===== src/rtl/uart_pkg.sv =====
// Shared UART definitions: data width, default FIFO depth, feeder FSM states.
// Latency: n/a (types and constants only).
// Backpressure: n/a.
package uart_pkg;

    localparam int UART_DATA_W     = 8;
    localparam int UART_FIFO_DEPTH = 16;

    typedef enum logic [1:0] {
        ST_IDLE  = 2'd0,
        ST_START = 2'd1,
        ST_WAIT  = 2'd2
    } feed_state_t;

endpackage


===== src/rtl/uart_sync_fifo.sv =====
// Circular single-clock FIFO with registered pointers and level, plus sync flush.
// Latency: a write is visible in level/empty one cycle later; rd_data is the head entry, combinational from storage.
// Backpressure: writes while full are dropped and flagged on wr_drop; reads while empty are ignored.
//
// Ports: clk, rst (async, active high), flush (clears pointers/level, wins over a write),
//        wr_en/wr_data (push), rd_en (pop head), rd_data (head entry),
//        full/empty/level (state after the last edge), wr_drop (write refused this cycle).
module uart_sync_fifo #(
    parameter int DEPTH  = 16,
    parameter int DATA_W = 8
) (
    input  logic                     clk,
    input  logic                     rst,
    input  logic                     flush,
    input  logic                     wr_en,
    input  logic [DATA_W-1:0]        wr_data,
    input  logic                     rd_en,
    output logic [DATA_W-1:0]        rd_data,
    output logic                     full,
    output logic                     empty,
    output logic [$clog2(DEPTH):0]   level,
    output logic                     wr_drop
);

    localparam int AW    = $clog2(DEPTH);
    localparam int LVL_W = AW + 1;

    logic [DATA_W-1:0] mem [DEPTH];
    logic [AW-1:0]     wr_ptr;
    logic [AW-1:0]     rd_ptr;
    logic              wr_accept;
    logic              rd_accept;

    // Full is judged on the registered level, so a pop in the same cycle
    // never makes room for a write.
    assign full      = (level == LVL_W'(DEPTH));
    assign empty     = (level == '0);
    assign wr_accept = wr_en && !full && !flush;
    assign rd_accept = rd_en && !empty && !flush;
    assign wr_drop   = wr_en && full && !flush;
    assign rd_data   = mem[rd_ptr];

    always_ff @(posedge clk or posedge rst) begin
        if (rst) begin
            wr_ptr <= '0;
            rd_ptr <= '0;
            level  <= '0;
        end else if (flush) begin
            wr_ptr <= '0;
            rd_ptr <= '0;
            level  <= '0;
        end else begin
            if (wr_accept) wr_ptr <= wr_ptr + 1'b1;
            if (rd_accept) rd_ptr <= rd_ptr + 1'b1;
            case ({wr_accept, rd_accept})
                2'b10:   level <= level + 1'b1;
                2'b01:   level <= level - 1'b1;
                default: level <= level;
            endcase
        end
    end

    // Storage needs no reset; only entries below the level are ever read.
    always_ff @(posedge clk) begin
        if (wr_accept) mem[wr_ptr] <= wr_data;
    end

endmodule


===== src/rtl/uart_tx_feeder.sv =====
// Buffers host bytes and hands them one at a time to the UART transmitter.
// Latency: byte written at edge k gives tx_en/tx_data after edge k+1; 2 feeder cycles per byte plus frame time.
// Backpressure: waits for tx_busy low and tx_done per frame; host writes to a full FIFO are dropped and set overflow.
//
// Ports: clk, rst (async, active high); host side wr_en/wr_data/flush, status full/empty/level/overflow;
//        transmitter side tx_en (1-cycle start), tx_data (held until tx_done), tx_busy, tx_done.
module uart_tx_feeder
    import uart_pkg::*;
#(
    parameter int DEPTH  = UART_FIFO_DEPTH,
    parameter int DATA_W = UART_DATA_W
) (
    input  logic                     clk,
    input  logic                     rst,
    input  logic                     wr_en,
    input  logic [DATA_W-1:0]        wr_data,
    input  logic                     flush,
    output logic                     full,
    output logic                     empty,
    output logic [$clog2(DEPTH):0]   level,
    output logic                     overflow,
    output logic                     tx_en,
    output logic [DATA_W-1:0]        tx_data,
    input  logic                     tx_busy,
    input  logic                     tx_done
);

    feed_state_t       state;
    logic              pop;
    logic              wr_drop;
    logic [DATA_W-1:0] head_data;

    // A flush in the same cycle suppresses the pop so nothing leaves a FIFO
    // that is being cleared.
    assign pop = (state == ST_IDLE) && !empty && !tx_busy && !flush;

    uart_sync_fifo #(
        .DEPTH  (DEPTH),
        .DATA_W (DATA_W)
    ) u_fifo (
        .clk     (clk),
        .rst     (rst),
        .flush   (flush),
        .wr_en   (wr_en),
        .wr_data (wr_data),
        .rd_en   (pop),
        .rd_data (head_data),
        .full    (full),
        .empty   (empty),
        .level   (level),
        .wr_drop (wr_drop)
    );

    always_ff @(posedge clk or posedge rst) begin
        if (rst) begin
            state    <= ST_IDLE;
            tx_en    <= 1'b0;
            tx_data  <= '0;
            overflow <= 1'b0;
        end else begin
            if (flush)        overflow <= 1'b0;
            else if (wr_drop) overflow <= 1'b1;

            // tx_en is high only in the cycle the FSM sits in START.
            tx_en <= 1'b0;
            case (state)
                ST_IDLE: begin
                    if (pop) begin
                        tx_data <= head_data;
                        tx_en   <= 1'b1;
                        state   <= ST_START;
                    end
                end
                ST_START: state <= ST_WAIT;
                // tx_done outside WAIT is ignored; a flush does not abort the frame.
                ST_WAIT:  if (tx_done) state <= ST_IDLE;
                default:  state <= ST_IDLE;
            endcase
        end
    end

endmodule


===== config.mk =====
export PLATFORM = sky130hd
export DESIGN_NAME = uart_tx_feeder
export DESIGN_NICKNAME = d
export VERILOG_FILES = /design/src/rtl/uart_pkg.sv /design/src/rtl/uart_sync_fifo.sv /design/src/rtl/uart_tx_feeder.sv
export SDC_FILE = /design/constraint.sdc
export NUM_CORES = 1
export LEC_CHECK = 0
export BUFFER_PORTS_ARGS = -buffer_cell sky130_fd_sc_hd__buf_2
export CORE_MARGIN = 2
export CORE_UTILIZATION = 35
export CTS_CLUSTER_SIZE = 24
export DETAILED_ROUTE_END_ITERATION = 8
export PLACE_DENSITY = 0.51
export SYNTH_ARGS = -nofsm -noshare
export SYNTH_HDL_FRONTEND = slang
export SYNTH_SLANG_ARGS = --single-unit
export TNS_END_PERCENT = 10

===== constraint.sdc =====
create_clock -name clk -period 2.8 [get_ports clk]
set_clock_uncertainty 0.1 [all_clocks]
set_input_delay 0.14 -clock clk [delete_from_list [all_inputs] [get_ports clk]]
set_output_delay 0.14 -clock clk [all_outputs]
set_load 0.005 [all_outputs]

# After elaboration in Yosys (flattened, before gate mapping)
# Memories as Yosys holds them, arrays and structs flattened. A register that Yosys moved wholly into a read port is not among the register bits.
# Cells that the tools add are included.
[classes]
n_addsub = 4
mul = 0
div_mod_pow = 0
n_lt_le_gt_ge = 0
eq_ne = 7
shifts = 0
n_mux = 15
bitwise = 0
reduce_logical = 21
[op_table]
columns = ["operator", "count"]
rows = [
  ["two-way mux 4 bit", 4],
  ["one-hot mux 5 bit (2 select lines)", 1],
  ["logical AND 1 bit", 9],
  ["adder 4 x 1 -> 4 bit (second input constant)", 2],
  ["two-way mux 1 bit", 6],
  ["one-hot mux 2 bit (3 select lines)", 1],
  ["nonzero test 2 bit", 3],
  ["adder 5 x 1 -> 5 bit (second input constant)", 1],
  ["equality test 5 bit (second input constant)", 1],
  ["logical NOT 5 bit", 1],
  ["two-way mux 5 bit", 1],
  ["subtractor 5 x 1 -> 5 bit (second input constant)", 1],
  ["equality test 2 x 1 -> 1 bit (second input constant)", 2],
  ["equality test 2 bit (second input constant)", 2],
  ["logical NOT 1 bit", 4],
  ["two-way mux 2 bit", 2],
  ["AND reduction 2 bit", 2],
  ["nonzero test 3 bit", 1],
  ["logical NOT 2 bit", 1],
  ["!= test 2 x 1 -> 1 bit (second input constant)", 1],
  ["!= test 2 bit (second input constant)", 1],
]
[totals]
reg_bits = 17
latch_bits = 0
ram_bits = 128
rom_bits = 0
wordCells = 54
n_memories = 1
[mem_list]
columns = ["name", "depth", "width", "rd", "rd_clocked_by_memory_dff", "write_ports", "line_no", "text"]
rows = [
  ["u_fifo.mem", 16, 8, 1, 1, 1, "uart_sync_fifo.sv:28", "logic [DATA_W-1:0] mem [DEPTH];"],
]

# Longest topological paths before layout
[logic_depth]
word_depth = 10
depth_mapped = 13
depth_no_buf = 12

# Modules after synthesis
# From an unflattened synthesis, not the netlist that was laid out.
[unflattened]
hier_cells = 325
area_unflattened_um2 = 6251.0
[modules_own_cells]
columns = ["module", "instances", "cells_each", "area_each_um2"]
rows = [
  ["uart_sync_fifo", 1, 296, 5763.0],
  ["uart_tx_feeder", 1, 29, 488.0],
]

# Least setup slack after synthesis
# Ideal clock, no wire load.
[synth_timing]
path_kind = "register -> register"
startpoint = "register u_fifo.level[1]"
endpoint = "register u_fifo.level[4]"
arrival_time_ps = 2761
setup_slack_ps = -142
path_stages_with_launch = 11
n_path_buf = 0
synth_period_minus_slack_ps = 2942
path_cell_list = "dfrtp_1 or4_4 o21ai_0 nand2_1 inv_1 ha_1 nor2b_1 o21a_1 or4_1 and3_1 nor3_2"
[synth_via]
elab_chain_cells = 10
elab_cells_between_ends = 18
cone_classes = "2 x add/sub; 3 x eq/ne; 2 x mux; 11 x reduce/logical"
[synth_rtl]
columns = ["element", "line_no", "text"]
rows = [
  ["from (decl)", "uart_sync_fifo.sv:21", "output logic [$clog2(DEPTH):0] level,"],
  ["from (signal assigned)", "uart_sync_fifo.sv:56", "2'b10: level <= level + 1'b1;"],
  ["from (signal assigned)", "uart_sync_fifo.sv:57", "2'b01: level <= level - 1'b1;"],
  ["from (signal assigned)", "uart_sync_fifo.sv:58", "default: level <= level;"],
  ["logical NOT 5 bit", "uart_sync_fifo.sv:37", "assign empty = (level == '0);"],
  ["logical NOT 1 bit", "uart_sync_fifo.sv:39, uart_tx_feeder.sv:35", ""],
  ["logical AND 1 bit (3 in series)", "uart_tx_feeder.sv:35", "assign pop = (state == ST_IDLE) && !empty && !tx_busy && !flush;"],
  ["logical AND 1 bit (2 in series)", "uart_sync_fifo.sv:39", "assign rd_accept = rd_en && !empty && !flush;"],
  ["equality test 2 x 1 -> 1 bit / equality test 2 bit (equally long branches)", "uart_sync_fifo.sv:55", "case ({wr_accept, rd_accept})"],
  ["one-hot mux 5 bit (2 select lines)", "uart_sync_fifo.sv:55", ""],
  ["two-way mux 5 bit", "uart_sync_fifo.sv:48", "end else if (flush) begin"],
]
# Several ways; a longest one is shown, not always the timed one.
# A chain may end at the register's enable or synchronous reset.

# Worst setup path after layout
[layout_timing]
startpoint = "register u_fifo.level[3]"
endpoint = "register u_fifo.rd_ptr[2]"
[layout_via]
elab_chain_cells = 8
[layout_rtl]
columns = ["element", "line_no", "text"]
rows = [
  ["logical NOT 5 bit *", "uart_sync_fifo.sv:37", ""],
  ["logical NOT 1 bit *", "uart_sync_fifo.sv:39, uart_tx_feeder.sv:35", ""],
  ["logical AND 1 bit (3 in series)", "uart_tx_feeder.sv:35", ""],
  ["logical AND 1 bit * (2 in series)", "uart_sync_fifo.sv:39", ""],
  ["nonzero test 2 bit (no source line) *", "n/a", ""],
  ["to (signal assigned)", "uart_sync_fifo.sv:54", "if (rd_accept) rd_ptr <= rd_ptr + 1'b1;"],
  ["to (decl)", "uart_sync_fifo.sv:30", "logic [AW-1:0] rd_ptr;"],
]
# Every way passes the cells marked *; elsewhere a longest branch is shown, timed or not.

==> qor.yml <==
run_status: "finished clean"
synthDominantCellAreaShare: 0.620
wl_per_cell_um: 20.3
num_antenna_cells: 0
tritoncts.num_buffers: 17
hp-class: "primary input to register"
final.period_utilization: 0.983
cap_violations: 0
power.switching_fraction: 0.261
synthesis.area_per_instance_um2: 18.5
timing.critical_path.mode_cell: "buf_4"
root_buffer: "clkbuf_16"
ports_placed_on_the_boundary: 31
synth-compound-area-share: 0.0284
gp_routability_congestion: 0.807
design.core.area_um2: 17300
cts_max_path_buffers: 2
timing.final.crit_period_ns: 2.75
signed_area_change_from_the_synthesized_netlist_to_the_final_layout_pct: 23.0
post-synth-top-count-cell: "edfxtp_1"
row_count: 48
synth_warnings: 0
worst_setup_path_start_kind: "register"
reg2regPathDepth: 16
post_synth_fa_ha_maj_area_fraction: 0.0194
grt_antenna_before_repair: 0
ant_nets: 0
report.power.total_mw: 6.46
timing.fmax_mhz: 363
dr_total_vias: 3242
arr_time_crit_path_ns: 2.96
floorplan.initialDensity: 0.359
internal_power_consumption_mw: 4.77
synth_fp_nets: 359
ys_types: 39
synth_xor_area_frac: 0.0125
die_area_um2: 18800
pwr_density_cell_nw_per_um2: 847
drive_above_1_share: 0.367
setup-violations-final: 0
power_frac_clock: 0.359
netlist_top_cells_count: "edfxtp_1, mux4_2, dfrtp_1, nor2_1, nand2_1"
fillerInstances: 1535
detailedRoute.firstPassIterationCount: 4
globalRoute.totalOverflow: 0
combinational_family_with_the_most_area_after_synthesis: "multiplexers"
die_height_um: 137
critical_path.slowest_cell: "dfrtp_2"
muxShareOfSynthArea: 0.147
worst_skew_pair.late_latency_ns: 0.42
crit_path_max_incr_delay_ns: 0.44
worst-setup-path-type: "register to register"
critical_path_depth: 16
yosys_register_bits: 153
grt_setup_unrepaired: "yes"
crit_path_max_fanout: 4
netlist_top_cells_area: "edfxtp_1, mux4_2, dfrtp_1"
most_common_flop_cell_mapped_by_yosys: "edfxtp_1"
slew_headroom: 0.308
syn_area_um2: 6200
switching_power_mw: 1.69
routed_wl_um: 13300
post-dp-hpwl_um: 8380
grt_start_max_net_pins: 35
post_synth_and_or_nand_nor_area_fraction: 0.0534
asr_flop_ratio_synth: 0.163
critPathBufInv: 11
drt-vias-per-instance: 4.96
synth_enable_flop_cells: 128
portBuffers: 30
detail_route.iter0.violations: 278
hold_path_depth: 1
static-leakage-power_nw: 2.65
vdd_ir_drop_max_uv: 452
h-tree-depth: 4
power_frac_seq: 0.421
final.setup.tns_ns: 0
synth_sequential_area_ratio: 0.720
cts.sink_count: 153
clkTransAtPathRegs_ns: 0.06
worst_pin_slew_ns: 1.04
comb_power_share: 0.219
detail_route.drc_violations: 0
path_cells: "nor4_4 -> a21boi_4 -> buf_6 -> buf_4 -> buf_6 -> buf_4 -> buf_4 -> buf_4 -> buf_4 -> buf_4 -> buf_4 -> buf_4 -> buf_6 -> nand2_2 -> xor2_1 -> nor2_1"
critical_path.top_delay_family: "buffers and inverters"
gr-usage-all-layers: 0.155
worstSetupEndpointType: "register"
post-synth-top-area-cell: "edfxtp_1"
grt_first_pass_wirelength_um: 20500
fp.dieW_um: 137
timing.final.max_slew_violations: 0
final_net_count: 438
hold_viol_final: 0
first_global_vias: 3460
timing.critical_path.required_ns: 3.01
tritoncts: "built"
synthesis.instances: 336
[per-layer routing]
metal / up-vias / part of all wire / routed length, um / track usage
met5: - / 0 / 0 / 0
met4: 0 / 0.018 / 238 / 0.0716
met3: 17 / 0.031 / 416 / 0.0326
met2: 56 / 0.50 / 6660 / 0.255
met1: 1694 / 0.45 / 5950 / 0.198
li1: 1475 / - / - / -
[placed cells by master, fill, tap and decap left out, types with 4 or more instances in the layout]
cell type	instances
ha_1	6
dfrtp_1	22
inv_1	7
o221ai_1	8
edfxtp_1	128
a21oi_1	6
xnor2_1	4
clkbuf_16	17
clkinv_4	4
mux2i_1	19
buf_2	30
buf_4	34
mux4_2	32
nand2b_1	4
nor2_1	25
nand2_1	18
buf_6	4
nor3_1	4
dlygate4sd3_1	5
[layout make-up]
| cell class | instances | area [um^2] | share of cell area |
|---|---|---|---|
| sequential | 153 | 4470 | 0.586 |
| multi-input combinational | 158 | 1680 | 0.220 |
| timing repair buffer | 76 | 561 | 0.0735 |
| clock buffer | 17 | 425 | 0.0558 |
| tap | 225 | 282 | 0.0369 |
| clock inverter | 15 | 175 | 0.0230 |
| inverter | 9 | 33.8 | 0.00443 |
[registers in the layout, indices dropped and copies added, names as in the netlist]
signal and flops:
u_fifo.mem 128, tx_data 8, u_fifo.level 5, u_fifo.rd_ptr 4, u_fifo.wr_ptr 4, state 2
overflow 1, tx_en 1
[metrics by stage]
stage                     cell area, um^2  hold slack [ns]  std cells   util  setup slack [ns]
after detailed placement             6740            0.307        594  0.390          -0.00387
after global routing                 7630          0.00535        653  0.441           -0.0415
after global placement               6740            0.312        594  0.390            0.0625
final                                7630          0.00810        653  0.441            0.0479
after floorplan                      6220           0.0671        336      -          0.000253
after CTS                            7580          0.00164        652  0.438           0.00986
[repair_timing]
action | CTS | global route
hold endpoints to repair | 32 | 0
setup buffers | 21 | 2
endpoints found under the setup margin | 1 | 12
hold buffers | 5 | 0
pin swaps | 2 | 5
resized for setup | 5 | 10
[logic make-up after synthesis]
family,after synthesis
flip-flops,153
buffers and inverters,25
XOR/XNOR,8
adder cells (fa/ha/maj),9
AO/OA/AOI/OAI,23
AND/OR/NAND/NOR,67
multiplexers,51
[worst paths after layout]
path	from	end	slack [ns]
worst max register to register	u_fifo.level[3]$_DFFE_PP0P_	u_fifo.rd_ptr[2]$_DFFE_PP0P_	0.05
max in group asynchronous	rst	u_fifo.level[0]$_DFFE_PP0P_	1.48
worst min register to register	tx_data[6]$_DFFE_PP0P_	tx_data[6]$_DFFE_PP0P_	0.40
worst min-delay path	wr_data[1]	u_fifo.mem[11][1]$_DFFE_PP_	0.008
worst max-delay path	u_fifo.level[3]$_DFFE_PP0P_	u_fifo.rd_ptr[2]$_DFFE_PP0P_	0.05
min in group asynchronous	rst	u_fifo.rd_ptr[2]$_DFFE_PP0P_	0.42
[worst reg2reg max path, cell delays in order (launching register included)]
cell and delay (ns):
dfrtp_2 0.44, nor4_4 0.41, a21boi_4 0.11, buf_6 0.12, buf_4 0.13, buf_6 0.11, buf_4 0.12, buf_4 0.12
buf_4 0.12, buf_4 0.13, buf_4 0.12, buf_4 0.12, buf_4 0.12, buf_6 0.11, nand2_2 0.05, xor2_1 0.15
nor2_1 0.06
[power groups by stage]
stage / combinational [mW] / sequential (mW) / clock (mW)
finish: 1.42 / 2.72 / 2.32
global route: 1.56 / 2.74 / 2.46
CTS: 1.35 / 2.72 / 2.36
detailed placement: 1.14 / 2.77 / 0
global placement: 1.13 / 2.76 / 0
floorplan: 0.716 / 2.75 / 0
No activity file was read; power rests on OpenSTA's default activity.
